## config.mk

```make
export PLATFORM = sky130hd
export DESIGN_NAME = req_arbiter_7
export DESIGN_NICKNAME = d
export VERILOG_FILES = /design/src/rtl/req_arbiter_7.sv
export SDC_FILE = /design/constraint.sdc
export NUM_CORES = 1
export LEC_CHECK = 0
export CORE_ASPECT_RATIO = 1.2
export CORE_MARGIN = 2
export CORE_UTILIZATION = 45
export DETAILED_ROUTE_END_ITERATION = 8
export PLACE_DENSITY = 0.72
export SKIP_CTS_REPAIR_TIMING = 1
export SLEW_MARGIN = 15
export SYNTH_ARGS = -nofsm -noshare
export SYNTH_HDL_FRONTEND = slang
export SYNTH_SLANG_ARGS = --single-unit
```

## constraint.sdc

```tcl
create_clock -name i_clk -period 7.5 [get_ports i_clk]
set_clock_uncertainty 0.1 [all_clocks]
set_input_delay 1.125 -clock i_clk [delete_from_list [all_inputs] [get_ports i_clk]]
set_output_delay 1.125 -clock i_clk [all_outputs]
set_load 0.01 [all_outputs]
```

## src/rtl/req_arbiter_7.sv

```systemverilog
// req_arbiter_7: round-robin arbiter for 7 requesters; ports i_clk/i_rst (sync, active-high), i_en, i_req[6:0] in; o_code (1-7, 0 = none), o_gnt one-hot, o_busy, o_timeout out
module req_arbiter_7 #(
  parameter int MAX_HOLD = 8
) (
  input  logic       i_clk,
  input  logic       i_rst,
  input  logic       i_en,
  input  logic [6:0] i_req,
  output logic [2:0] o_code,
  output logic [6:0] o_gnt,
  output logic       o_busy,
  output logic       o_timeout
);
  localparam int HW = $clog2(MAX_HOLD + 1);
  localparam logic [HW-1:0] HOLD_MAX = HW'(MAX_HOLD);
  typedef enum logic [1:0] {IDLE, GRANT, RELEASE} state_t;
  state_t state, state_n;
  logic [2:0] r_last, win;
  logic [HW-1:0] r_hold;
  logic grab, tmo_n, own;
  assign own = |(o_gnt & i_req);
  always_comb begin
    win = 3'd0;
    for (int i = 7; i >= 1; i--)
      if (i_req[3'((int'(r_last) + i - 1) % 7)]) win = 3'((int'(r_last) + i - 1) % 7 + 1);
  end
  always_comb begin
    state_n = state;
    grab = 1'b0;
    tmo_n = 1'b0;
    case (state)
      IDLE: begin
        grab = i_en && |i_req;
        state_n = grab ? GRANT : IDLE;
      end
      GRANT: begin
        state_n = (!own || r_hold == HOLD_MAX) ? RELEASE : GRANT;
        tmo_n = own && r_hold == HOLD_MAX;
      end
      default: state_n = IDLE;
    endcase
  end
  always_ff @(posedge i_clk) begin
    if (i_rst) begin
      state <= IDLE;
      o_code <= 3'd0;
      o_gnt <= 7'd0;
      o_busy <= 1'b0;
      o_timeout <= 1'b0;
      r_last <= 3'd7;
      r_hold <= '0;
    end else begin
      state <= state_n;
      o_busy <= state_n == GRANT;
      o_timeout <= tmo_n;
      if (grab) begin
        o_code <= win;
        o_gnt <= 7'd1 << (win - 3'd1);
        r_last <= win;
        r_hold <= HW'(1);
      end else if (state_n != GRANT) begin
        o_code <= 3'd0;
        o_gnt <= 7'd0;
      end else begin
        r_hold <= r_hold + 1'b1;
      end
    end
  end
endmodule
```

==> results of run 1 <==
cell families (layout without fill, tap and decap cells):
logic type / after synthesis / in the layout / share of synthesized area, %
AO/OA/AOI/OAI: 111 / 111 / 28.1
AND/OR/NAND/NOR: 110 / 110 / 19.9
buffers and inverters: 51 / 54 / 7.21
multiplexers: 33 / 33 / 13.3
adder cells (fa/ha/maj): 27 / 27 / 11.2
XOR/XNOR: 22 / 22 / 6.38
flip-flops: 21 / 21 / 13.9
worst paths after layout:
kind                       endpoint  cells past startpoint
max           o_gnt[5]$_SDFFE_PP0P_                     17
min          o_code[0]$_SDFFE_PP0P_                      2
max reg2reg   o_gnt[5]$_SDFFE_PP0P_                     17
min reg2reg  o_code[0]$_SDFFE_PP0P_                      2
stage by stage:
stage / worst slack [ps] / hold slack, ps / area (sq um)
finish: 1640 / 361 / 3280
global route: 1120 / 400 / 3280
CTS: 1700 / 366 / 3280
detailed placement: 1760 / 351 / 3230
global placement: 1940 / 348 / 3230
floorplan: 2580 / 360 / 3020
sequential cells by signal (all words and copies together) (netlist names):
| signal | cells |
|---|---|
| o_gnt | 7 |
| r_hold | 4 |
| o_code | 3 |
| r_last | 3 |
| state | 2 |
| o_busy | 1 |
| o_timeout | 1 |
cells in the mapped netlist (6+ instances only):
cell / count / share of area [%]
nand2_1: 31 / 3.9
ha_1: 27 / 11
inv_1: 26 / 3.2
dfxtp_1: 21 / 14
mux2i_1: 19 / 6.3
nor2_1: 19 / 2.4
xnor2_1: 17 / 4.9
a21oi_1: 13 / 2.2
o21ai_0: 13 / 2.2
clkbuf_1: 11 / 1.4
nand3_1: 11 / 1.8
buf_2: 9 / 1.5
a31oi_1: 8 / 1.7
mux2_2: 8 / 3.0
o31ai_1: 8 / 2.0
o211ai_1: 7 / 1.7
a22oi_1: 6 / 1.5
cell type report:
type,count,area [sq um]
Clock inverter,1,7.51
Timing Repair Buffer,22,218
Multi-Input combinational cell,303,2380
Sequential cell,21,420
Tap cell,85,106
Inverter,28,105
Clock buffer,3,41.3
Fill cell,607,3170
worst max-delay path, delay by kind of cell, from the launching register on:
kind            cells  cell delay (ps)
flops               1              630
mux                 1              310
xor+xnor            2              970
simple gates        4              940
fa+ha+maj           4             1410
buf+inv             1              270
compound gates      5             1130
routing by layer:
metal / vias up / track usage, %
li1: 1422 / -
met5: - / 0
met1: 1366 / 28.5
met4: 0 / 9.06
met2: 95 / 38.2
met3: 16 / 1.35
==> results.cfg, run 1 <==
[outcome]
status = completed

[layout]
finalNetCount = 416
final_common_cell = nand2_1
drive_gt1_share_pct = 9.52
stdcell_count = 463
final_cell_mix = nand2_1 (31), ha_1 (27), inv_1 (26)
n_antenna_cell = 0
final_core_util_pct = 50.9
syn_to_final_growth_pct = 8.62

[setup_path]
critPathMostFrequentCell = ha_1
r2r_slack_ps = 1640
path_cells = inv_1 > ha_1 > xnor2_1 > ha_1 > ha_1 > a31oi_1 > xnor2_1 > ha_1 > nand2_1 > a21boi_1 > or3_4 > mux2_4 > a211o_1 > and2_4 > nor4b_2 > o21ai_1 > o31ai_1
cp_max_fo = 13
cp-start-kind = flop
arrival_ps = 5920
critical_path_required_ps = 7560
cpMaxStageDelayCell = xnor2_1
timing.rr.start = r_last[1]$_SDFFE_PP1P_
crit_type = reg2reg
cp-end-kind = flop
crit_path_max_incr_delay_ps = 740
startpoint = r_last[1]$_SDFFE_PP1P_

[sta]
fin_crit_ps = 5860
setup_viol = 0
worstMarginPinSlew_ps = 908
hold_viol = 0
slew_headroom_pct = 39.0
grt_setup_unrepaired = false
setup_tns_ps = 0
fin_crit_sh_pct = 78.1
slew_violations = 0
fmax_mhz = 171

[drt]
vias = 2899
detail_route.wl_per_cell_um = 17.2
firstDrtPassIters = 5
dr_wl_met2_um = 3870
highest_layer = met4
drt-met1-wl_um = 3500
drt_wl_total_um = 7950
final_antenna_net_count = 0
drcViolationCount = 0
drt_iter0_markers = 238
vias_per_cell = 6.26
met3_length_um = 368

[synth]
syn_area_sq_mm = 0.00302
ys.flop_type = dfxtp_1
ys_types = 76
synth_enable_flop_cells = 0
avgSynthCellArea_sq_um = 8.05
syn_nets = 412
async_reset_ff_share_pct = 0
ys_seq_area_share_pct = 13.9
syn_inst = 375
synth-seq-cells = 21
ys.warnings.count = 0

[clocking]
cts_tree = yes
clock-root-buffer = clkbuf_8
path_clk_slew_ps = 80
numClockSinks = 21
insertion_delay_ps = 260
cts_buffer_depth = 2
htree_levels = 1
cts_buffers = 3

[placement]
dpl.hpwl_um = 5950
port_buffers = 21
dp.cells = 459
gp_congestion = 0.870

[global_routing]
antenna_found_initial = 0
gr-total-overflow = 0
grtUsageTotal_pct = 22.1
grt_pass1_vias = 2740
grt_first_pass_wirelength_um = 13100
grt_max_degree = 38

[worst_hold_path]
hp-start = o_code[0]$_SDFFE_PP0P_
hp-class = reg2reg

[die]
io_pins = 22
rows = 32
die_x_um = 78.8
coreArea_sq_mm = 0.00645
start_util_pct = 46.8
dieArea_sq_mm = 0.00738
die_h_um = 93.7

[run]
maxCapViolCount = 0
Power of run 1 is left out: the tool's default activity adds up to more than one toggle a clock period on the data nets, which glitch-free logic cannot reach.
==> run 2, diff against run 1 <==
==> constraint.sdc (replaced) <==
create_clock -name i_clk -period 5.57 [get_ports i_clk]
set_clock_uncertainty 0.1 [all_clocks]
set_input_delay 0.8355 -clock i_clk [delete_from_list [all_inputs] [get_ports i_clk]]
set_output_delay 0.8355 -clock i_clk [all_outputs]
set_load 0.01 [all_outputs]
==> run 2 against run 1 <==
Net effect:
- non-clock buffer count up 8
- die area unchanged
- global-route usage up 1.0 points
- maximum frequency up 24%
- sequential share of layout area down 0.22 points
- first-iteration DRC count down 13%
- critical path depth up 1
- highest routed layer unchanged
- critical endpoint is now o_gnt[3]$_SDFFE_PP0P_
- register-to-register slack worse by 780 ps
- routed wire length up 2.6%
- design area up 1.7%
- worst hold slack better by 3.6 ps
- clock-buffer cell count up 1
==> results.cfg, run 2 (synthesized netlist as in run 1, its figures left out) <==
[die]
die_x_um = 78.8
io_pins = 22
coreArea_sq_mm = 0.00645
start_util_pct = 46.8
dieArea_sq_mm = 0.00738
rows = 32
die_h_um = 93.7

[drt]
firstDrtPassIters = 4
detail_route.wl_per_cell_um = 17.3
drt_iter0_markers = 208
final_antenna_net_count = 0
drcViolationCount = 0
vias = 2956
vias_per_cell = 6.28
drt_wl_total_um = 8160

[global_routing]
gr-total-overflow = 0
grt_pass1_vias = 2863
antenna_found_initial = 0
grt_use_met2_pct = 42.1
grt_first_pass_wirelength_um = 13900
gr-max-usage-layer = met2
grtUsageMet3_pct = 1.06
grt_max_degree = 38
grt_use_met1_pct = 29.2
grtUsageTotal_pct = 23.1

[clocking]
cts_buffer_depth = 2
clock-root-buffer = clkbuf_8
cts_buffers = 3
numClockSinks = 21
cts_tree = yes
insertion_delay_ps = 260
htree_levels = 1
path_clk_slew_ps = 70

[placement]
dp.cells = 467
port_buffers = 21
dpl.hpwl_um = 6060
gp_congestion = 0.906

[setup_path]
cp_max_fo = 11
arrival_ps = 4810
cp-start-kind = flop
critical_path_required_ps = 5670
cp-end-kind = flop
crit_type = reg2reg

[sta]
grt_setup_unrepaired = false
fin_crit_ps = 4710
fmax_mhz = 212
worstMarginPinSlew_ps = 720
slew_headroom_pct = 50.6
hold_viol = 0
slew_violations = 0
fin_crit_sh_pct = 84.6
setup_tns_ps = 0
setup_viol = 0

[run]
maxCapViolCount = 0

[outcome]
status = completed

[layout]
final_cell_mix = nand2_1 (31), ha_1 (27), inv_1 (26)
largest_register = o_gnt
final_common_cell = nand2_1
n_fill_cell = 631
syn_to_final_growth_pct = 10.5
finalNetCount = 424
largest_register_ffs = 7
stdcell_count = 471
drive_gt1_share_pct = 11.1
n_antenna_cell = 0
largest_registers = o_gnt x7, r_hold x4

[worst_hold_path]
hp-class = reg2reg
run 2: cell types whose count changed in the layout (fill, tap and decap cells not counted), sizes merged:
cell / delta
buf: +8
clkbuf: +1
clkinvlp: -1
run 2: final timing paths:
| check | startpoint | end | slack (ps) | cells past startpoint |
|---|---|---|---|---|
| setup / recovery | r_last[1]$_SDFFE_PP1P_ | o_gnt[3]$_SDFFE_PP0P_ | 860 | 18 |
| hold / removal | o_code[0]$_SDFFE_PP0P_ | o_code[0]$_SDFFE_PP0P_ | 370 | 2 |
| setup reg to reg | r_last[1]$_SDFFE_PP1P_ | o_gnt[3]$_SDFFE_PP0P_ | 860 | 18 |
| hold reg to reg | o_code[0]$_SDFFE_PP0P_ | o_code[0]$_SDFFE_PP0P_ | 370 | 2 |
run 2: critical path, cell delays in order (launching register included):
cell      delay (ps)
dfxtp_1          330
inv_1            140
ha_1             440
inv_1            120
ha_1             200
ha_1             170
buf_4            180
a31oi_1          180
xnor2_1          160
ha_1             390
nand2_1           80
a21boi_1         240
or3_4            180
mux2_4           310
a211o_1          270
and2_4           200
or3_1            390
a31oi_1          340
a32o_1           230
run 2: layout make-up:
class / count / area (sq um) / area share [%]
clock buffers: 4 / 45.0 / 1.35
inverters: 28 / 105 / 3.15
multi-input cells: 303 / 2380 / 71.4
flip-flops and latches: 21 / 420 / 12.6
well taps: 85 / 106 / 3.19
repair buffers: 30 / 278 / 8.33
run 2: per-layer routing:
metal | vias to the layer above | routed length [um]
met5 | - | 0
met4 | 0 | 170
met3 | 15 | 316
met2 | 77 | 4110
met1 | 1426 | 3560
li1 | 1438 | -
run 2: metrics by stage:
stage | cell area, sq um | util, % | setup slack [ps] | hold slack, ps
after floorplan | 3020 | - | 649 | 360
after global placement | 3290 | 51.0 | 1010 | 348
final | 3330 | 51.7 | 860 | 365
after detailed placement | 3290 | 51.0 | 905 | 354
after global routing | 3330 | 51.7 | 501 | 383
after CTS | 3330 | 51.7 | 858 | 368
Power of run 2 is left out for the same reason.
